[src/rtl/id_ex_stage.sv]
// ID/EX pipeline register with load-use hazard detection; 1-cycle capture, combinational stall backpressures IF/ID.
// Optional bubble counter enabled by defining STALL_CNT_EN; otherwise stall_cnt is tied to 0.
module id_ex_stage #(
    parameter int DATA_W = 32
) (
    input  logic              clk,
    input  logic              startin,
    input  logic [1:0]        ID_wb,
    input  logic [1:0]        ID_m,
    input  logic [3:0]        ID_ex,
    input  logic [DATA_W-1:0] id_rd1,
    input  logic [DATA_W-1:0] id_rd2,
    input  logic [DATA_W-1:0] id_imm,
    input  logic [4:0]        id_rs,
    input  logic [4:0]        id_rt,
    input  logic [4:0]        id_rd,
    input  logic              id_valid,
    input  logic              flush,
    output logic [1:0]        EX_wb,
    output logic [1:0]        EX_m,
    output logic [3:0]        EX_ex,
    output logic [DATA_W-1:0] ex_rd1,
    output logic [DATA_W-1:0] ex_rd2,
    output logic [DATA_W-1:0] ex_imm,
    output logic [4:0]        ex_rs,
    output logic [4:0]        ex_rt,
    output logic [4:0]        ex_rd,
    output logic              ex_valid,
    output logic              stall,
    output logic [31:0]       stall_cnt
);

    logic [1:0]        wb_q, wb_d;
    logic [1:0]        m_q, m_d;
    logic [3:0]        ex_q, ex_d;
    logic [DATA_W-1:0] rd1_q, rd1_d;
    logic [DATA_W-1:0] rd2_q, rd2_d;
    logic [DATA_W-1:0] imm_q, imm_d;
    logic [4:0]        rs_q, rs_d;
    logic [4:0]        rt_q, rt_d;
    logic [4:0]        rd_q, rd_d;
    logic              valid_q, valid_d;
    logic              hazard;
    logic              bubble;

    // The rt compare is deliberately conservative: it fires even when the
    // consumer ignores rt, trading an occasional spare bubble for simpler decode.
    assign hazard = m_q[1] & valid_q & id_valid & (rt_q != 5'd0) &
                    ((rt_q == id_rs) | (rt_q == id_rt));
    assign stall  = hazard & ~flush;
    assign bubble = flush | hazard;

    always_comb begin
        wb_d    = ID_wb;
        m_d     = ID_m;
        ex_d    = ID_ex;
        rd1_d   = id_rd1;
        rd2_d   = id_rd2;
        imm_d   = id_imm;
        rs_d    = id_rs;
        rt_d    = id_rt;
        rd_d    = id_rd;
        valid_d = id_valid;
        if (bubble) begin
            wb_d    = '0;
            m_d     = '0;
            ex_d    = '0;
            rd1_d   = '0;
            rd2_d   = '0;
            imm_d   = '0;
            rs_d    = '0;
            rt_d    = '0;
            rd_d    = '0;
            valid_d = 1'b0;
        end
    end

    always_ff @(posedge clk or posedge startin) begin
        if (startin) begin
            wb_q    <= '0;
            m_q     <= '0;
            ex_q    <= '0;
            rd1_q   <= '0;
            rd2_q   <= '0;
            imm_q   <= '0;
            rs_q    <= '0;
            rt_q    <= '0;
            rd_q    <= '0;
            valid_q <= 1'b0;
        end else begin
            wb_q    <= wb_d;
            m_q     <= m_d;
            ex_q    <= ex_d;
            rd1_q   <= rd1_d;
            rd2_q   <= rd2_d;
            imm_q   <= imm_d;
            rs_q    <= rs_d;
            rt_q    <= rt_d;
            rd_q    <= rd_d;
            valid_q <= valid_d;
        end
    end

    assign EX_wb    = wb_q;
    assign EX_m     = m_q;
    assign EX_ex    = ex_q;
    assign ex_rd1   = rd1_q;
    assign ex_rd2   = rd2_q;
    assign ex_imm   = imm_q;
    assign ex_rs    = rs_q;
    assign ex_rt    = rt_q;
    assign ex_rd    = rd_q;
    assign ex_valid = valid_q;

`ifdef STALL_CNT_EN
    logic [31:0] stall_cnt_q, stall_cnt_d;

    // Only load-use bubbles count; flush bubbles are branch cost, not hazard cost.
    always_comb begin
        stall_cnt_d = stall_cnt_q;
        if (stall && (stall_cnt_q != 32'hFFFF_FFFF)) begin
            stall_cnt_d = stall_cnt_q + 32'd1;
        end
    end

    always_ff @(posedge clk or posedge startin) begin
        if (startin) begin
            stall_cnt_q <= '0;
        end else begin
            stall_cnt_q <= stall_cnt_d;
        end
    end

    assign stall_cnt = stall_cnt_q;
`else
    assign stall_cnt = 32'd0;
`endif

endmodule

[config.mk]
export PLATFORM = sky130hd
export DESIGN_NAME = id_ex_stage
export DESIGN_NICKNAME = d
export VERILOG_FILES = /design/src/rtl/id_ex_stage.sv
export SDC_FILE = /design/constraint.sdc
export NUM_CORES = 1
export LEC_CHECK = 0
export CAP_MARGIN = 15
export CELL_PAD_IN_SITES_DETAIL_PLACEMENT = 0
export CELL_PAD_IN_SITES_GLOBAL_PLACEMENT = 1
export CORE_MARGIN = 5
export CORE_UTILIZATION = 31
export CTS_CLUSTER_SIZE = 10
export DETAILED_ROUTE_END_ITERATION = 7
export PLACE_DENSITY_LB_ADDON = 0.1
export SLEW_MARGIN = 40
export SYNTH_ARGS = -nofsm -noshare
export SYNTH_HDL_FRONTEND = slang
export SYNTH_SLANG_ARGS = --single-unit
[constraint.sdc]
create_clock -name clk -period 7.95 [get_ports clk]
set_input_delay 1.59 -clock clk [delete_from_list [all_inputs] [get_ports clk]]
set_output_delay 1.59 -clock clk [all_outputs]
set_load 0.01 [all_outputs]
==> results of run 1 <==
==> per-layer routing <==
metal / up-vias / wire length, um
met5: - / 0
met2: 169 / 7780
li1: 1858 / -
met3: 21 / 1220
met4: 0 / 393
met1: 1899 / 5710
==> synth_stat cells <==
cell type	count	area share
buf_4	42	0.063
xnor2_1	10	0.018
nand2b_1	120	0.15
clkbuf_1	16	0.012
dfrtp_1	120	0.60
and3b_1	1	0.0018
buf_2	13	0.013
inv_1	1	0.00075
nand3_1	3	0.0030
nor2_1	1	0.00075
conb_1	1	0.00075
nor3_1	1	0.0010
a21oi_2	10	0.018
o22ai_2	1	0.0025
a21oi_1	111	0.11
nand2_1	2	0.0015
==> tightest hold or removal path, stage by stage, from the launching register on <==
cell,delay (ns)
dfrtp_1,0.38
nand3_1,0.14
a21oi_4,0.11
a21oi_1,0.15
==> path summary, 6_finish.rpt <==
check	start	endpoint	slack (ns)
setup / recovery	id_rt[4]	stall	2.59
hold / removal	ex_valid$_DFF_PP0_	ex_rd[2]$_DFF_PP0_	0.81
setup reg to reg	ex_rt[4]$_DFF_PP0_	ex_rd1[0]$_DFF_PP0_	5.54
hold reg to reg	ex_valid$_DFF_PP0_	ex_rd[2]$_DFF_PP0_	0.81
max in group asynchronous	startin	ex_rd2[21]$_DFF_PP0_	5.33
min in group asynchronous	startin	ex_imm[9]$_DFF_PP0_	1.60
==> registers in the layout, summed over array words and instances (netlist names) <==
signal	count
EX_ex	4
ex_rt	5
ex_rs	5
ex_rd	5
EX_m	2
ex_rd1	32
EX_wb	2
ex_valid	1
ex_rd2	32
ex_imm	32
==> final cells by class <==
class,instances,area [um2],share of cell area
Inverter,1,8.76,0.00109
Clock inverter,9,123,0.0152
Multi-Input combinational cell,292,1670,0.208
Tap cell,216,270,0.0336
Timing Repair Buffer,249,2510,0.311
Sequential cell,120,3000,0.373
Clock buffer,23,468,0.0581
==> cell families (layout without fill, tap and decap cells) <==
kind of cell / after synthesis / after routing / share of synthesized area
flops: 120 / 120 / 0.602
other cells: 1 / 32 / 0.000752
buf+inv: 72 / 282 / 0.0891
xor+xnor: 10 / 10 / 0.0176
compound gates: 122 / 122 / 0.132
simple gates: 128 / 128 / 0.159
==> report_power, final <==
group | leakage [nW] | internal (mW) | switching (mW)
Sequential | 1.55 | 0.643 | 0.0100
Combinational | 1.64 | 0.135 | 0.104
Clock | 0.291 | 0.506 | 0.262
Total | 3.48 | 1.28 | 0.376
==> through the flow <==
stage / hold WS [ns] / cells
finish: 0.813 / 910
global route: 0.857 / 910
CTS: 0.818 / 910
detailed placement: 0.815 / 878
floorplan: 0.905 / 484
global placement: 0.854 / 877
==> flow_summary_export.csv, run 1 <==
group,metric,value,unit
placement,dp_slack,2.55,ns
grt,grt_first_pass_wirelength,23100,um
logic_synthesis,synth_cell_types,16,
timing,worst_pin_slew,0.741,ns
final_layout,final_common_cell,"clkdlybuf4s50_1",
drt,route.vias.total,3947,
timing,fmax,187,MHz
power_and_ir_drop,power_leakage,3.48,nW
timing,fin_crit,5.36,ns
cts,clock_sinks,120,
floorplan,initial_core_util,0.315,
final_layout,fin_util,0.509,
timing,tns,0,ns
cts,clk_path_buf_depth,2,
worst_hold_path,hold_class,"flip-flop to flip-flop",
timing,finalHoldViolCount,0,
run,maxCapViolations,0,
logic_synthesis,synthCells,453,
worst_setup_path,critPathSlowestCell,"clkdlybuf4s50_1",
worst_setup_path,cp_data_arrival_time,3.77,ns
final_layout,mostFrequentLayoutCells,"clkdlybuf4s50_1 (242), dfrtp_1 (120), nand2b_1 (120)",
timing,fin_skew,0.00621,ns
grt,grt_max_degree,121,
worst_setup_path,cp-start-kind,"primary input",
timing,rsz0062_at_grt,"false",
worst_setup_path,cp_cell_sequence,"clkdlybuf4s50_1 > xnor2_1 > nand3_1 > o22ai_4 > buf_4 > and3b_1 > clkdlybuf4s50_1",
grt,antenna_found_initial,0,
logic_synthesis,synth_seq_area_share,0.602,
logic_synthesis,yosysWarnings,0,
worst_setup_path,path_delay_family,"buffers and inverters",
grt,first_global_vias,4249,
final_layout,fin_nets,804,
timing,slew_violations,0,
grt,grt-busiest-layer,"met2",
power_and_ir_drop,total_power,1.66,mW
drt,antenna_left,0,
timing,slew_headroom,0.506,
cts,cts_hold_buffers,0,
cts,clk_latency,0.41,ns
drt,wl,15100,um
final_layout,fillCellCount,1453,
placement,gp_congestion,0.784,
final_layout,diodes,0,
worst_hold_path,min_path_cells,3,
drt,avgViaCountPerCell,4.34,
logic_synthesis,synth_seq_cells,120,
floorplan,die_h,137,um
worst_setup_path,crit_top_cell,"clkdlybuf4s50_1",
grt,use_met3,0.0563,
timing,post-route-period-util,0.674,
cts,ctsHtreeMaxLevel,4,
final_layout,drive_gt1_frac,0.0692,
floorplan,rows,46,
drt,wl_per_cell,16.6,um
timing,setup_ws,2.59,ns
grt,grt-ovfl-total,0,
logic_synthesis,synthesis.area,4980,um2
floorplan,core,15800,um2
cts,cts_root_buffer,"clkbuf_16",
power_and_ir_drop,power_per_cell_area,206,nW/um2
grt,use_met1,0.182,
grt,grt_use_total,0.163,
worst_setup_path,worst-path-buf-inv,3,
worst_setup_path,crit_type,"primary input to output pin",
floorplan,die_w,137,um
cts,cts.clk_slew.worst_paths,0.05,ns
final_layout,design_area,8050,um2
worst_setup_path,endpoint_kind,"output pin",
timing,setup_viol,0,
worst_setup_path,cp.required,6.36,ns
worst_setup_path,reg2reg_depth,6,
logic_synthesis,syn_area_per_cell,11.0,um2
placement,numPortBuffers,243,
floorplan,die-area,18700,um2
power_and_ir_drop,vdd_drop_max,0.136,mV
cts,cts_tree,"done",
drt,drt_iter0_markers,134,
floorplan,ioPinCount,276,
grt,use_met2,0.278,
placement,place_area,7460,um2
worst_setup_path,cp_num_cells,7,
outcome,status,"complete, no violations",
worst_setup_path,critPathMaxStageDelay,0.55,ns
cts,cts_setup_buffers,0,
final_layout,area_delta_synth_final,61.5,%
drt,drt_drc_violations_left,0,
cts,post_cts_resized,0,
worst_setup_path,cp_max_fo,35,
drt,drt_first_pass_iters,4,
cts,cts_buffers,17,
placement,place_hpwl,10300,um
Power figures use the tool's default switching activity.
==> inputs of run 2 (changes only) <==
CORE_UTILIZATION = 26   (was 31)
clock period = 4.6 ns   (was 7.95 ns; I/O delays follow)
==> run 2 against run 1 <==
Compared with the run above: largest cell class unchanged; power is 76% higher; count of clock-buffer cells in the layout stayed put; wire length is 5.4% higher; global-route usage is 1.9 points lower.
==> flow_summary_export.csv, run 2 (synthesis results as in run 1) <==
group,metric,value,unit
worst_setup_path,crit_type,"primary input to output pin",
drt,antenna_left,0,
floorplan,ioPinCount,276,
final_layout,fillCellCount,1836,
cts,cts_hold_buffers,0,
worst_setup_path,critPathMaxStageDelay,0.62,ns
grt,grt_max_degree,121,
power_and_ir_drop,vdd_drop_max,0.254,mV
outcome,status,"complete, no violations",
worst_setup_path,critPathSlowestCell,"clkdlybuf4s50_1",
worst_setup_path,cp_cell_sequence,"clkdlybuf4s50_1 > xnor2_1 > nand3_1 > o22ai_4 > and3b_1 > clkdlybuf4s50_1",
drt,wl_per_cell,17.1,um
drt,drt_drc_violations_left,0,
final_layout,drive_gt1_frac,0.0722,
drt,avgViaCountPerCell,4.23,
floorplan,rows,50,
cts,ctsHtreeMaxLevel,4,
worst_setup_path,cp.required,3.68,ns
cts,cts_setup_buffers,0,
worst_setup_path,cp_data_arrival_time,2.70,ns
worst_setup_path,cp-start-kind,"primary input",
final_layout,final_common_cell,"clkdlybuf4s50_1",
floorplan,die_w,148,um
worst_setup_path,path_delay_family,"buffers and inverters",
timing,post-route-period-util,0.787,
grt,grt_use_total,0.144,
final_layout,mostFrequentLayoutCells,"clkdlybuf4s50_1 (242), dfrtp_1 (120), nand2b_1 (120)",
timing,worst_pin_slew,0.702,ns
floorplan,initial_core_util,0.266,
timing,slew_headroom,0.532,
drt,wl,15900,um
worst_setup_path,worst-path-buf-inv,2,
cts,clk_path_buf_depth,2,
worst_setup_path,endpoint_kind,"output pin",
floorplan,die_h,148,um
worst_hold_path,hold_class,"primary input to async pin",
power_and_ir_drop,power_per_cell_area,361,nW/um2
cts,post_cts_resized,0,
placement,place_hpwl,10900,um
power_and_ir_drop,total_power,2.93,mW
drt,route.vias.total,3925,
timing,finalHoldViolCount,0,
grt,grt-ovfl-total,0,
drt,drt_first_pass_iters,5,
final_layout,stdcell_count,928,
cts,cts_buffers,17,
power_and_ir_drop,power_leakage,3.50,nW
cts,cts.clk_slew.worst_paths,0.05,ns
timing,fin_crit,3.62,ns
floorplan,die-area,22000,um2
grt,grt_first_pass_wirelength,24100,um
grt,first_global_vias,4215,
cts,cts_tree,"done",
final_layout,fin_nets,805,
timing,tns,0,ns
timing,fin_skew,0.00959,ns
placement,dpl.cell_count,897,
cts,clk_latency,0.41,ns
timing,rsz0062_at_grt,"false",
drt,drt_iter0_markers,113,
worst_setup_path,crit_top_cell,"clkdlybuf4s50_1",
worst_setup_path,cp_max_fo,2,
floorplan,core,18800,um2
cts,clock_sinks,120,
timing,slew_violations,0,
final_layout,area_delta_synth_final,62.6,%
cts,cts_root_buffer,"clkbuf_16",
placement,numPortBuffers,243,
timing,setup_viol,0,
grt,antenna_found_initial,1,
run,maxCapViolations,0,
timing,fmax,276,MHz
placement,gp_congestion,0.719,
run 2: layout make-up:
| cell class | instances | area, um2 | area share |
|---|---|---|---|
| Antenna cell | 1 | 2.50 | 0.000309 |
| Clock buffer | 23 | 498 | 0.0614 |
| Clock inverter | 7 | 116 | 0.0144 |
| Inverter | 1 | 8.76 | 0.00108 |
| Multi-Input combinational cell | 292 | 1670 | 0.206 |
| Sequential cell | 120 | 3000 | 0.370 |
| Tap cell | 234 | 293 | 0.0361 |
| Timing Repair Buffer | 250 | 2510 | 0.310 |
run 2: report_power, final:
part	internal, mW	switching, mW
clock network	0.917	0.468
logic	0.236	0.182
registers	1.11	0.0180
total	2.26	0.668
run 2: final timing paths:
kind,startpoint,slack (ns),to,depth (start not counted)
worst min register to register,ex_valid$_DFF_PP0_,1.03,ex_rd[3]$_DFF_PP0_,4
max in group asynchronous,startin,2.90,ex_imm[12]$_DFF_PP0_,3
worst max-delay path,id_rt[4],0.98,stall,6
worst min-delay path,startin,0.95,ex_imm[30]$_DFF_PP0_,2
worst max register to register,ex_rt[0]$_DFF_PP0_,2.12,ex_rd2[22]$_DFF_PP0_,7
min in group clk,ex_valid$_DFF_PP0_,1.03,ex_rd[3]$_DFF_PP0_,4
run 2: worst reg2reg max path, delay by kind of cell, from the launching register on:
family,cells,cell delay (ns)
DFF,1,0.43
AOI/OAI and AO/OA,2,0.33
and+or+nand+nor,1,0.14
xor gates and xnor gates,1,0.18
buffers and inverters,3,1.25
run 2: metal layers:
layer / vias up / track usage / routed length, um
met3: 18 / 0.0558 / 1370
li1: 1866 / - / -
met4: 0 / 0.0499 / 264
met5: - / 0 / 0
met2: 177 / 0.245 / 8110
met1: 1864 / 0.165 / 6170
run 2: stage by stage:
| step | util | instance area [um2] | hold WS [ns] | setup WS, ns |
|---|---|---|---|---|
| 2_1_floorplan | - | 5100 | 0.905 | 0.494 |
| 3_3_place_gp | 0.397 | 7460 | 1.03 | 0.944 |
| 3_5_place_dp | 0.399 | 7490 | 1.03 | 0.948 |
| 4_1_cts | 0.432 | 8100 | 1.01 | 0.942 |
| 5_1_grt | 0.432 | 8110 | 0.988 | 0.886 |
| 6_report | 0.432 | 8110 | 0.946 | 0.981 |
